[config.mk]
export PLATFORM = sky130hd
export DESIGN_NAME = branch_resolve
export DESIGN_NICKNAME = d
export VERILOG_FILES = /design/src/rtl/branch_pkg.sv /design/src/rtl/branch_taken_decode.sv /design/src/rtl/branch_resolve.sv
export SDC_FILE = /design/constraint.sdc
export NUM_CORES = 1
export LEC_CHECK = 0
export BUFFER_PORTS_ARGS = -buffer_cell sky130_fd_sc_hd__buf_4
export CORE_AREA = 2 2 112 114
export CTS_CLUSTER_DIAMETER = 100
export DETAILED_ROUTE_END_ITERATION = 7
export DIE_AREA = 0 0 114 116
export GPL_ROUTABILITY_DRIVEN = 1
export PLACE_DENSITY = 0.76
export SYNTH_ARGS = -nofsm -noshare
export SYNTH_HDL_FRONTEND = slang
export SYNTH_SLANG_ARGS = --single-unit
[constraint.sdc]
create_clock -name clk -period 9.28 [get_ports clk]
set_clock_uncertainty 0.1 [all_clocks]
set_input_delay 0.464 -clock clk [delete_from_list [all_inputs] [get_ports clk]]
set_output_delay 0.464 -clock clk [all_outputs]
set_load 0.05 [all_outputs]
[src/rtl/branch_pkg.sv]
// Shared definitions for branch resolution: funct3 encodings and controller states.
package branch_pkg;

  localparam logic [2:0] BEQ  = 3'b000;
  localparam logic [2:0] BNE  = 3'b001;
  localparam logic [2:0] BLT  = 3'b100;
  localparam logic [2:0] BGE  = 3'b101;
  localparam logic [2:0] BLTU = 3'b110;
  localparam logic [2:0] BGEU = 3'b111;

  typedef enum logic [1:0] {
    IDLE     = 2'd0,
    REDIRECT = 2'd1,
    FLUSH    = 2'd2
  } state_e;

endpackage

[src/rtl/branch_taken_decode.sv]
// Combinational branch condition decode: funct3 plus comparator flags to
// taken/illegal, and the unsigned-compare select fed back to the comparator.
module branch_taken_decode
  import branch_pkg::*;
(
  input  logic [2:0] funct3,
  input  logic       breq,
  input  logic       brlt,
  output logic       taken,
  output logic       illegal,
  output logic       brun
);

  // Map each branch kind onto the equality or less-than flag; 010/011 are illegal.
  always_comb begin
    taken   = 1'b0;
    illegal = 1'b0;
    brun    = 1'b0;
    case (funct3)
      BEQ:  taken = breq;
      BNE:  taken = !breq;
      BLT:  taken = brlt;
      BGE:  taken = !brlt;
      BLTU: begin
        taken = brlt;
        brun  = 1'b1;
      end
      BGEU: begin
        taken = !brlt;
        brun  = 1'b1;
      end
      default: illegal = 1'b1;
    endcase
  end

endmodule

[src/rtl/branch_resolve.sv]
// Branch resolution controller: accepts a branch, decides taken, issues a
// registered redirect to fetch, then holds a flush window. Counts branches.
module branch_resolve
  import branch_pkg::*;
#(
  parameter int XLEN         = 32,
  parameter int FLUSH_CYCLES = 2,
  parameter int CNT_W        = 32
) (
  input  logic             clk,
  input  logic             rst,
  input  logic             br_valid,
  output logic             br_ready,
  input  logic [2:0]       funct3,
  input  logic [XLEN-1:0]  pc,
  input  logic [XLEN-1:0]  imm,
  output logic             brun,
  input  logic             breq,
  input  logic             brlt,
  output logic             redirect_valid,
  input  logic             redirect_ready,
  output logic [XLEN-1:0]  redirect_pc,
  output logic             flush,
  output logic             illegal,
  output logic             misaligned,
  output logic [CNT_W-1:0] branch_count,
  output logic [CNT_W-1:0] taken_count
);

  state_e            state_q, state_d;
  logic [3:0]        flush_cnt_q, flush_cnt_d;
  logic [XLEN-1:0]   redirect_pc_q, redirect_pc_d;
  logic              illegal_q, illegal_d;
  logic              misaligned_q, misaligned_d;
  logic [CNT_W-1:0]  branch_count_q, branch_count_d;
  logic [CNT_W-1:0]  taken_count_q, taken_count_d;

  logic              dec_taken;
  logic              dec_illegal;
  logic              accept;
  logic [XLEN-1:0]   target;

  branch_taken_decode u_decode (
    .funct3  (funct3),
    .breq    (breq),
    .brlt    (brlt),
    .taken   (dec_taken),
    .illegal (dec_illegal),
    .brun    (brun)
  );

  // Outputs that depend only on the registered state, so reset clears them at once.
  assign br_ready       = (state_q == IDLE);
  assign redirect_valid = (state_q == REDIRECT);
  assign flush          = (state_q == FLUSH);
  assign accept         = br_valid && br_ready;
  assign target         = pc + imm;

  assign redirect_pc  = redirect_pc_q;
  assign illegal      = illegal_q;
  assign misaligned   = misaligned_q;
  assign branch_count = branch_count_q;
  assign taken_count  = taken_count_q;

  // Next-state logic: accept/classify in IDLE, handshake in REDIRECT, countdown in FLUSH.
  always_comb begin
    state_d        = state_q;
    flush_cnt_d    = flush_cnt_q;
    redirect_pc_d  = redirect_pc_q;
    illegal_d      = 1'b0;
    misaligned_d   = 1'b0;
    branch_count_d = branch_count_q;
    taken_count_d  = taken_count_q;
    case (state_q)
      IDLE: begin
        if (accept) begin
          if (dec_illegal) begin
            illegal_d = 1'b1;
          end else begin
            branch_count_d = branch_count_q + CNT_W'(1);
            if (dec_taken) begin
              if (target[1]) begin
                misaligned_d = 1'b1;
              end else begin
                redirect_pc_d = target;
                state_d       = REDIRECT;
              end
            end
          end
        end
      end
      REDIRECT: begin
        if (redirect_ready) begin
          taken_count_d = taken_count_q + CNT_W'(1);
          flush_cnt_d   = 4'(FLUSH_CYCLES);
          state_d       = FLUSH;
        end
      end
      FLUSH: begin
        if (flush_cnt_q <= 4'd1) begin
          flush_cnt_d = 4'd0;
          state_d     = IDLE;
        end else begin
          flush_cnt_d = flush_cnt_q - 4'd1;
        end
      end
      default: state_d = IDLE;
    endcase
  end

  // State and datapath registers with asynchronous reset.
  always_ff @(posedge clk or posedge rst) begin
    if (rst) begin
      state_q        <= IDLE;
      flush_cnt_q    <= 4'd0;
      redirect_pc_q  <= '0;
      illegal_q      <= 1'b0;
      misaligned_q   <= 1'b0;
      branch_count_q <= '0;
      taken_count_q  <= '0;
    end else begin
      state_q        <= state_d;
      flush_cnt_q    <= flush_cnt_d;
      redirect_pc_q  <= redirect_pc_d;
      illegal_q      <= illegal_d;
      misaligned_q   <= misaligned_d;
      branch_count_q <= branch_count_d;
      taken_count_q  <= taken_count_d;
    end
  end

endmodule

* Word-level counts from Yosys, hierarchy flattened *
Cells that the tools add are included.

word-level totals
  bits in latches = 0
  input port bits = 73
  word-level logic and storage cells = 61
  memory bits (read-only) = 0
  output and inout bits = 102
  memories = 0
  bits in writable memories = 0
  bits in registers = 103

operators by class
  $add $sub $neg = 4
  multiplexer cells = 20
  shift-type cells = 0
  equality and inequality tests = 13
  $mul = 0
  divide/modulo/power cells = 0
  reductions and logical operators = 15
  $lt $le $gt $ge = 1
  bitwise operators = 1

operators with widths
  kind                                                                    count
  32-bit by 1-bit adder with 32-bit output (second input constant)        2
  32-bit adder                                                            1
  3-bit equality test (second input constant)                             4
  2-bit 2-to-1 mux                                                        6
  1-bit 2-to-1 mux                                                        9
  4-bit 2-to-1 mux                                                        2
  2-bit by 1-bit != test with 1-bit output (second input constant)        4
  4-bit case mux with 2 select lines                                      1
  2-bit case mux with 3 select lines                                      1
  6-bit AND reduction                                                     1
  2-bit OR reduction                                                      3
  6-bit OR reduction                                                      1
  5-bit AND reduction                                                     1
  4-bit by 1-bit <= comparator with 1-bit output (second input constant)  1
  2-bit != test (second input constant)                                   2
  1-bit case mux with 4 select lines                                      1
  2-bit AND reduction                                                     2
  4-bit by 1-bit subtractor with 4-bit output (second input constant)     1
  3-bit by 1-bit equality test with 1-bit output (second input constant)  1
  3-bit zero test                                                         1
  3-bit AND reduction                                                     1
  2-bit by 1-bit equality test with 1-bit output (second input constant)  1
  2-bit equality test (second input constant)                             1
  1-bit zero test                                                         2
  4 further kinds                                                         4

* Depth between registers and ports, before layout *
Gate-level depths: netlist of the first run.

  depth after elaboration = 7
  gate-level depth with buffers = 11
  gate-level depth less buffers = 11

* By module *
Synthesis of the first run repeated with hierarchy kept, for this count alone.

unflattened totals
  cell total of the unflattened synthesis = 636
  area total of the unflattened synthesis = 6,043.3 um^2

modules (own cells, without submodules)
  module               area an instance (um^2)  instances  sequential area each (um^2)  cells each
  branch_resolve       6,000.8                  1          2,577.5                      630
  branch_taken_decode  42.5                     1          0.0                          6

* Least setup slack after synthesis of the first run *
OpenSTA, ideal clock, no wires.

  path type = input-to-reg
  start point = input port pc[16]
  end point = register redirect_pc_q[31] (netlist: redirect_pc[31])
  buffers on the path = 0
  setup slack = 6.621 ns
  stages = 9
  arrival = 2.477 ns
  setup time = 0.082 ns
  data required time = 9.098 ns
  cell sequence = ha_1 > a21o_1 > a311oi_2 > o21ai_1 > a31oi_1 > o221a_2 > a21oi_2 > or4_1 > a31oi_1

between the ends
  longest elaborated chain between the ends = 1

RTL lines
  what                  line                   RTL
  from (decl)           branch_resolve.sv:15   input logic [XLEN-1:0] pc,
  32-bit adder          branch_resolve.sv:57   assign target = pc + imm;
  to (signal assigned)  branch_resolve.sv:124  redirect_pc_q <= redirect_pc_d;
  to (decl)             branch_resolve.sv:32   logic [XLEN-1:0] redirect_pc_q, redirect_pc_d;

No other way between the ends.
A chain may end at the register's enable or synchronous reset.

* Final worst setup path of the first run *
  start point = input port pc[0]
  end point = register redirect_pc_q[24] (netlist: redirect_pc[24])

between the ends
  longest elaborated chain between the ends = 3

RTL lines
  what                           line
  32-bit adder (*)               branch_resolve.sv:57
  1-bit inverter (no line)       n/a
  5-bit AND reduction (no line)  n/a

Mark *: on every way between the ends. The rest lies on a longest branch, timed or not.

==> qor.csv, run 1 <==
metric;value;unit
CTS tree;done;
crit path kind;primary input to register;
RSZ-0062 raised after global routing;no;
first-pass GRT wire length;23.05;mm
clock tree sinks;103;
clk_lat worst skew;0.34;ns
DR DRC count;0;
vias in the first global route;4956;
Avg WL per Cell;14.90;um
CTS H-tree depth;3;
via/cell ratio;5.437;
Hold Fails Final Rpt;0;
# IOs;175;
placed insts;930;
Num CTS Buffers;9;
final instance area;7600;um2
Nets;904;
crit path max fanout;3;
antenna violations before repair;0;
outcome;finished, final reports clean;
Post-Place Setup Slack;6.180;ns
initial DRC count;393;
gp weighted congestion;0.9164;
Bufs on Longest Clock Path;2;
Tmin final;2.777;ns
number of port buffers;173;
final setup TNS;0;ns
Routed Antenna Nets;0;
Detailed Place HPWL;10.87;mm
asr flop ratio synth;100.0;%
Row Count;40;
synthesis-to-layout area growth;29.81;%
number of synthesized flops with an enable pin;0;
Mapped Avg Cell Area;9.382;um2
fillcell total;1031;
RR Startpoint;state_q[0];
Root Driver;clkbuf_16;
fin worst setup slack;6.503;ns
Final period util;29.92;%
largest net degree at the start of global routing;90;
drt first pass iters;4;
worst vdd ir;0.1530;mV
Die Wd;114;um
max_cap viols;0;
FMAX;360.1;MHz
crit end category;register;
Ys Warns;0;
number of diodes;0;
Critical Path RT;9.45;ns
Slew Limit Headroom;24.85;%
setup repair bufs after CTS;0;
crit path from;pc[0];
main flop type after synthesis;dfrtp_1;
flop-to-flop setup slack;6.73;ns
Mapped Nets;733;
PD cells;234.5;nW/um2
min-delay src;redirect_ready;
Detailed Route WL;14.10;mm
Final Max Tran Viols;0;
Post-Syn Area;5854;um2
Worst-Margin Slew;1.127;ns
post-layout util;63.80;%
Post-Synthesis Cells;624;
Die Span Y;116;um
core area;11910;um2
Area after DPL;7286;um2
Final Power;1.782;mW
flops & latches, synth;103;
final non-filler cell total;946;
Starting Density;49.15;%
clock-pin transition on the worst setup and hold timing paths;0.08;ns
full die area;13220;um2
GRT Overall Usage;21.38;%
Leak;3.839;nW
grt ovf;0;
Worst Hold Class;primary input to register;
Hold WS;0.2512;ns
CP arrival;2.94;ns
layout cell share with drive strength beyond 1;24.91;%
sequential area share after synthesis;44.03;%
vias post-DR;5143;
CP startpoint kind;primary input;
setup violators final;0;
library cells used by synthesis;53;
[kinds of logic after synthesis]
| group | share of synthesized area (%) |
|---|---|
| flops | 44.03 |
| fa+ha+maj | 7.822 |
| simple gates | 18.44 |
| compound gates | 13.14 |
| mux | 0.3847 |
| buf+inv | 2.800 |
| xor+xnor | 13.31 |
| other cells | 0.06405 |
[cell usage in the layout (no fill, tap or decap), types with 12 or more instances in the layout]
| cell type | n |
|---|---|
| and3_1 | 16 |
| inv_1 | 23 |
| nand4_1 | 12 |
| dfrtp_1 | 103 |
| buf_4 | 175 |
| nor2_1 | 36 |
| xnor2_1 | 59 |
| o21ai_0 | 45 |
| nand2_1 | 88 |
| nand3_1 | 30 |
| xor2_1 | 30 |
| ha_1 | 35 |
| a21oi_1 | 31 |
[Yosys cell counts, drive strengths merged, types with 2 or more instances]
cell / number / area (um2)
and4: 6 / 52.55
ha: 35 / 437.9
o2111ai: 2 / 17.52
a31oi: 10 / 62.56
nand2b: 6 / 37.54
nor2: 36 / 135.1
nand2: 88 / 330.3
o211ai: 3 / 22.52
inv: 24 / 90.09
a21o: 9 / 67.56
and2: 7 / 43.79
or3: 2 / 12.51
nand3: 31 / 155.2
nor2b: 6 / 37.54
xor2: 30 / 262.8
clkbuf: 9 / 33.78
o21bai: 3 / 22.52
a21oi: 32 / 163.9
o21ai: 48 / 240.2
a221oi: 2 / 17.52
and3: 16 / 100.1
xnor2: 59 / 516.8
nor3: 9 / 45.04
dfrtp: 103 / 2577
nand4: 12 / 75.07
buf: 7 / 40.04
mux2: 2 / 22.52
o31ai: 6 / 45.04
[area by class of cell]
class / count / area, um2 / area share (%)
clock buffers: 10 / 239.0 / 3.145
clock inverters: 5 / 65.06 / 0.8561
repair buffers: 176 / 1324 / 17.42
well taps: 147 / 183.9 / 2.420
flip-flops and latches: 103 / 2577 / 33.92
multi-input cells: 481 / 3118 / 41.03
inverters: 24 / 92.59 / 1.218
[sequential cells by signal, indices dropped and copies added (netlist names)]
signal        count
misaligned        1
flush_cnt_q       4
taken_count      32
branch_count     32
illegal           1
redirect_pc      31
state_q           2
[worst paths after layout]
kind / to / cells after the start
max in group asynchronous: branch_count[14] / 4
min in group asynchronous: redirect_pc[26] / 3
worst max-delay path: redirect_pc[24] / 12
worst max register to register: branch_count[31] / 8
worst min register to register: branch_count[31] / 1
worst min-delay path: state_q[0] / 2
[worst max-delay path, stage by stage]
cell and delay [ns]:
buf_4 0.08, ha_1 0.19, inv_1 0.07, fa_1 0.40, nor2b_1 0.17, o2111ai_1 0.15, a21o_1 0.24, and3_1 0.16
o31ai_1 0.50, a221oi_1 0.21, xor2_1 0.17, o21ai_0 0.14
[layer usage]
layer  vias to the layer above  global-route usage, %  wire [um]
li1                       2507                      -          -
met5                         -                      0          0
met3                        20                  4.079        924
met2                       179                  36.07       6799
met4                         0                  6.341        210
met1                      2437                  28.19       6163
[timing repair]
action | in CTS | in global routing
hold endpoints to repair | 14 | 0
hold buffers | 1 | 0
resized for setup | 0 | 0
[report_power, final]
group	internal, mW	switching, mW	total [mW]
Clock	0.218	0.171	0.389
Sequential	0.544	0.0748	0.619
Combinational	0.246	0.529	0.774
Total	1.01	0.774	1.78
(Power assumes the default switching activity.)
==> run 2, diff against run 1 <==
--- a/config.mk
+++ b/config.mk
@@ -5,13 +5,14 @@
 export SDC_FILE = /design/constraint.sdc
 export NUM_CORES = 1
 export LEC_CHECK = 0
+export ABC_AREA = 1
 export BUFFER_PORTS_ARGS = -buffer_cell sky130_fd_sc_hd__buf_4
-export CORE_AREA = 2 2 112 114
+export CORE_AREA = 2 2 124 126
 export CTS_CLUSTER_DIAMETER = 100
 export DETAILED_ROUTE_END_ITERATION = 7
-export DIE_AREA = 0 0 114 116
+export DIE_AREA = 0 0 126 128
 export GPL_ROUTABILITY_DRIVEN = 1
-export PLACE_DENSITY = 0.76
+export PLACE_DENSITY = 0.74
 export SYNTH_ARGS = -nofsm -noshare
 export SYNTH_HDL_FRONTEND = slang
 export SYNTH_SLANG_ARGS = --single-unit
==> constraint.sdc (replaced) <==
create_clock -name clk -period 2.8 [get_ports clk]
set_clock_uncertainty 0.1 [all_clocks]
set_input_delay 0.14 -clock clk [delete_from_list [all_inputs] [get_ports clk]]
set_output_delay 0.14 -clock clk [all_outputs]
set_load 0.05 [all_outputs]
==> qor.csv, run 2 <==
metric;value;unit;change
Worst-Margin Slew;0.5381;ns;-0.5891 ns
Worst path max stage delay;0.42;ns;-0.08 ns
largest net degree at the start of global routing;104;;+16%
outcome;finished, final reports clean;;
Synth top area share;35.46;%;-8.6 points
antenna violations before repair;0;;unchanged
hold path depth;3;;+1
FMAX;508.0;MHz;
crit path max fanout;4;;+1
Final period util;70.31;%;
clk_lat worst skew;0.33;ns;about the same
library cells used by synthesis;38;;-28%
most common cell in the netlist;nand2_1;;
Nets;1343;;+49%
first-pass GRT wire length;30.17;mm;+31%
most frequent cells in the layout;nand2_1 (384), buf_4 (176), inv_1 (172);;
WP buf/inv;0;;-2
Routed Antenna Nets;0;;unchanged
Bufs on Longest Clock Path;2;;unchanged
setup repair bufs after CTS;0;;unchanged
main flop type after synthesis;dfrtp_1;;
number of diodes;0;;unchanged
worst r2r path cells;10;;+2
clock-pin transition on the worst setup and hold timing paths;0.07;ns;about the same
RSZ-0062 raised after global routing;no;;
clock group share of total power;19.4;%;-2.4 points
worst vdd ir;0.3286;mV;+110%
Post-Syn Area;7268;um2;+24%
CTS H-tree depth;3;;unchanged
Final Power;6.088;mW;+240%
top area cells in the synthesized netlist;dfrtp_1 (35%), nand2_1 (20%), inv_1 (8.9%);;
core area;14860;um2;+25%
initial DRC count;257;;-35%
via/cell ratio;4.826;;-11%
layout cell share with drive strength beyond 1;18.01;%;-6.9 points
Row Count;45;;+13%
register share of total power;34.5;%;-0.2 points
CP startpoint kind;register;;
DR DRC count;0;;unchanged
Final Max Tran Viols;0;;unchanged
Leak;5.241;nW;+37%
Detailed Place HPWL;14.50;mm;+33%
commonest non-fill, non-tap cell in the layout;nand2_1;;
Largest delay share family, worst path;simple AND/OR/NAND/NOR gates;;
Ys Warns;0;;unchanged
# IOs;175;;unchanged
flops & latches, synth;103;;unchanged
crit-path most repeated cell;nand2_1;;
internal power;3.343;mW;+230%
Die Span Y;128;um;+10%
max_cap viols;0;;unchanged
Post-Place Setup Slack;0.7934;ns;-5.387 ns
Hold WS;0.06678;ns;-0.1844 ns
vias post-DR;6882;;+34%
full die area;16130;um2;+22%
Post-Synthesis Cells;1051;;+68%
clock tree sinks;103;;unchanged
number of synthesized flops with an enable pin;0;;unchanged
Num CTS Buffers;9;;unchanged
GRT Overall Usage;22.62;%;+1.2 points
drt first pass iters;5;;+1
post-synth top area cell;dfrtp_1;;
Avg WL per Cell;12.41;um;-17%
vias in the first global route;6489;;+31%
crit path kind;register to register;;
combinational share of power;46.1;%;+2.7 points
Tmin final;1.969;ns;
hold buffers post-CTS;2;;+1
Root Driver;clkbuf_16;;
Die Wd;126;um;+11%
CTS resizes;0;;unchanged
asr flop ratio synth;100.0;%;unchanged
Worst Hold Class;primary input to register;;
Mapped Nets;1160;;+58%
crit-path cells;ha_1, nand3_1, nor2_1, nand3b_4, nor3_4, nand2_2, nor2_2, nand2_1, nand2_1, nand2_1;;
final setup TNS;0;ns;unchanged
Critical Path Slowest Stage Cell;dfrtp_1;;
gp weighted congestion;0.8740;;-4.6%
Mapped Avg Cell Area;6.916;um2;-26%
number of port buffers;173;;unchanged
Starting Density;48.90;%;-0.25 points
CP arrival;2.09;ns;-0.85 ns
crit end category;register;;
synthesis-to-layout area growth;25.44;%;
PD cells;667.7;nW/um2;+180%
Commonest cells post-synth;nand2_1 (384), inv_1 (173), dfrtp_1 (103);;
number of stages on the worst setup path;10;;-2
Detailed Route WL;17.70;mm;+26%
Switch Pwr;2.745;mW;+250%
sequential area share after synthesis;35.46;%;-8.6 points
CTS tree;done;;
Sw Ratio;45.08;%;+1.6 points
setup violators final;0;;unchanged
Critical Path RT;2.92;ns;-6.53 ns
Slew Limit Headroom;64.13;%;+39 points
grt ovf;0;;unchanged
Hold Fails Final Rpt;0;;unchanged
flop-to-flop setup slack;0.83;ns;-5.90 ns
fin worst setup slack;0.8313;ns;-5.672 ns
[run 2: cell count changes after synthesis, sizes merged, moves of 13 or more]
cell	change
and3	-16
inv	+152
nand2	+299
nand3	+36
nor2	+62
nor3	+13
o21ai	-22
xnor2	-28
[run 2: kinds of logic (layout without fill, tap and decap cells)]
| family | after synthesis | count (layout) | synth area share [%] |
|---|---|---|---|
| and+or+nand+nor | 605 | 605 | 36.49 |
| other | 1 | 1 | 0.05159 |
| DFF | 103 | 103 | 35.46 |
| xor gates and xnor gates | 67 | 67 | 8.074 |
| AOI/OAI and AO/OA | 55 | 55 | 3.960 |
| buffers and inverters | 184 | 371 | 9.657 |
| adders and majority gates | 36 | 36 | 6.301 |
[run 2: worst register-to-register path, delay by kind of cell (launching register included)]
family        cells  cell delay (ns)
simple gates      9             1.16
flops             1             0.42
fa+ha+maj         1             0.19
[run 2: layer usage]
layer | up-vias | track usage [%] | share of wire, %
met5 | - | 0 | 0
met2 | 159 | 39.37 | 50
met1 | 3097 | 30.40 | 45
met3 | 21 | 2.546 | 4.3
met4 | 0 | 5.301 | 1.3
li1 | 3605 | - | -
[run 2: metrics by stage]
stage	utilization (%)	std cells	area (um2)
after detailed placement	59.28	1409	8812
after floorplan	-	1051	7272
after global placement	59.28	1409	8812
final	61.34	1426	9117
after global routing	61.34	1426	9117
after CTS	61.34	1426	9117
[run 2: layout make-up]
class,instances,area [um2]
fill,1445,5747
inverter,177,669.4
sequential,103,2577
clock buffer,13,270.3
multi-input combinational,764,3989
tap,188,235.2
clock inverter,2,15.01
timing repair buffer,179,1361
[run 2: power groups by stage]
stage | clock network, mW | registers [mW] | logic, mW
finish | 1.18 | 2.10 | 2.81
global route | 1.28 | 2.14 | 3.03
floorplan | 0 | 3.07 | 0.934
CTS | 1.21 | 2.11 | 2.83
detailed placement | 0 | 2.12 | 2.83
global placement | 0 | 2.13 | 2.78
[run 2: path summary, 6_finish.rpt]
check | endpoint | from
worst max-delay path | taken_count[30] | taken_count[0]
worst min-delay path | illegal | funct3[1]
worst max register to register | taken_count[30] | taken_count[0]
worst min register to register | redirect_pc[19] | redirect_pc[19]
max in group asynchronous | taken_count[28] | rst
min in group asynchronous | branch_count[18] | rst
==> run 3, diff against run 2 <==
--- a/config.mk
+++ b/config.mk
@@ -12,7 +12,7 @@
 export DETAILED_ROUTE_END_ITERATION = 7
 export DIE_AREA = 0 0 126 128
 export GPL_ROUTABILITY_DRIVEN = 1
-export PLACE_DENSITY = 0.74
+export PLACE_DENSITY = 0.77
 export SYNTH_ARGS = -nofsm -noshare
 export SYNTH_HDL_FRONTEND = slang
 export SYNTH_SLANG_ARGS = --single-unit
==> constraint.sdc (replaced) <==
create_clock -name clk -period 1.64 [get_ports clk]
set_clock_uncertainty 0.1 [all_clocks]
set_input_delay 0.082 -clock clk [delete_from_list [all_inputs] [get_ports clk]]
set_output_delay 0.082 -clock clk [all_outputs]
set_load 0.05 [all_outputs]
==> qor.csv, run 3 (synthesized netlist as in run 2, its figures left out) <==
metric;value;unit;change
clock-pin transition on the worst setup and hold timing paths;0.07;ns;about the same
most frequent cells in the layout;nand2_1 (380), buf_4 (285), inv_1 (171);;
crit path capture;branch_count[26];;
Hold WS;0.02242;ns;-0.04436 ns
Die Wd;126;um;unchanged
drt first pass iters;5;;unchanged
clk_lat worst skew;0.35;ns;+0.02 ns
post-layout util;70.62;%;+9.3 points
layout cell share with drive strength beyond 1;31.45;%;+13 points
RSZ-0062 raised after global routing;yes;;
gp weighted congestion;0.8726;;-0.16%
fin worst setup slack;-0.1034;ns;-0.9347 ns
Final Power;11.54;mW;+90%
DR DRC count;0;;unchanged
failing checks;setup timing;;
initial DRC count;423;;+65%
Leak;5.863;nW;+12%
Routed Antenna Nets;0;;unchanged
Bufs on Longest Clock Path;2;;unchanged
Area after DPL;9743;um2;+11%
Die Span Y;128;um;unchanged
first-pass GRT wire length;31.33;mm;+3.8%
Critical Path RT;1.77;ns;-1.15 ns
largest net degree at the start of global routing;47;;-55%
CP startpoint kind;register;;
CP arrival;1.88;ns;-0.21 ns
Detailed Place HPWL;15.38;mm;+6.1%
crit path max fanout;5;;+1
reg-to-reg endpoint;branch_count[26];;
via/cell ratio;4.885;;+1.2%
GRT Overall Usage;23.51;%;+0.89 points
Avg WL per Cell;12.81;um;+3.2%
full die area;16130;um2;unchanged
# IOs;175;;unchanged
Num CTS Buffers;9;;unchanged
Final period util;106.3;%;+36 points
commonest non-fill, non-tap cell in the layout;nand2_1;;
Slew Limit Headroom;66.60;%;+2.5 points
crit path kind;register to register;;
vias in the first global route;6872;;+5.9%
CTS H-tree depth;3;;unchanged
Worst-Margin Slew;0.4999;ns;-0.03821 ns
flop-to-flop setup slack;-0.10;ns;-0.93 ns
crit path from;branch_count[0];;
Starting Density;48.90;%;unchanged
Row Count;45;;unchanged
Tmin final;1.743;ns;-0.2253 ns
crit end category;register;;
PD cells;1100;nW/um2;+65%
Worst Hold Class;primary input to register;;
outcome;finished with violations;;
worst vdd ir;0.5970;mV;+82%
worst r2r path cells;10;;unchanged
max_cap viols;0;;unchanged
antenna violations before repair;0;;unchanged
Hold Fails Final Rpt;0;;unchanged
Root Driver;clkbuf_16;;
Final Max Tran Viols;0;;unchanged
CTS tree;done;;
vias post-DR;7567;;+10%
synthesis-to-layout area growth;44.43;%;
Post-Place Setup Slack;-0.2539;ns;-1.047 ns
number of port buffers;173;;unchanged
Nets;1465;;+9.1%
number of diodes;0;;unchanged
Detailed Route WL;19.84;mm;+12%
FMAX;573.6;MHz;+13%
RR Startpoint;branch_count[0];;
final instance area;10500;um2;+15%
core area;14860;um2;unchanged
clock tree sinks;103;;unchanged
grt ovf;0;;unchanged
setup violators final;26;;+26
## run 3: per-layer routing
layer	share of wire [%]	GRT usage [%]	routed length, um
met1	43	30.18	8480
met3	4.3	2.462	845
met2	51	42.38	10170
met5	0	0	0
met4	1.7	6.270	342
## run 3: worst min-delay path by stage
stage,start,slack [ns],endpoint,depth (start not counted)
finish,funct3[1],0.02,misaligned,6
CTS,funct3[1],0.02,misaligned,6
global route,funct3[1],0.03,illegal,3
floorplan,redirect_ready,0.09,state_q[0],1
global placement,rst,0.04,branch_count[30],2
detailed placement,rst,0.04,branch_count[30],2
## run 3: where the power goes
group	internal, mW	switching [mW]	total (mW)	leakage (nW)
clock network	1.53	0.937	2.47	0.162
registers	3.12	0.474	3.60	1.25
logic	1.91	3.56	5.48	4.45
total	6.57	4.98	11.5	5.86
## run 3: repair_timing
item                       in CTS  in global routing
pin swaps                       5                 21
gates resized for setup         5                 37
setup buffers                   7                 21
hold endpoints to repair       20                  0
hold buffers                    3                  0
setup endpoints to repair      18                 51
## run 3: critical path, cell delays in order, from the launching register on
cell and delay, ns:
dfrtp_2 0.39, ha_4 0.15, nand3_4 0.08, nor2_2 0.09, nand3b_1 0.13, nor2_2 0.15
nand2_2 0.11, nor3_4 0.24, nand2_1 0.08, nand2_1 0.07, nand2_1 0.05
## run 3: per-stage QoR
| stage | cells | TNS (ns) |
|---|---|---|
| after floorplan | 1051 | -4.153 |
| after global placement | 1503 | -5.503 |
| after detailed placement | 1503 | -6.844 |
| after CTS | 1529 | -0.5874 |
| after global routing | 1549 | -4.148 |
| final | 1549 | -1.185 |
## run 3: layout make-up
cell class / count / area [um2]
clock buffers: 11 / 242.7
clock inverters: 5 / 105.1
fillers: 1223 / 4367
inverters: 177 / 671.9
multi-input cells: 764 / 4259
flip-flops and latches: 103 / 2633
well taps: 188 / 235.2
repair buffers: 301 / 2351
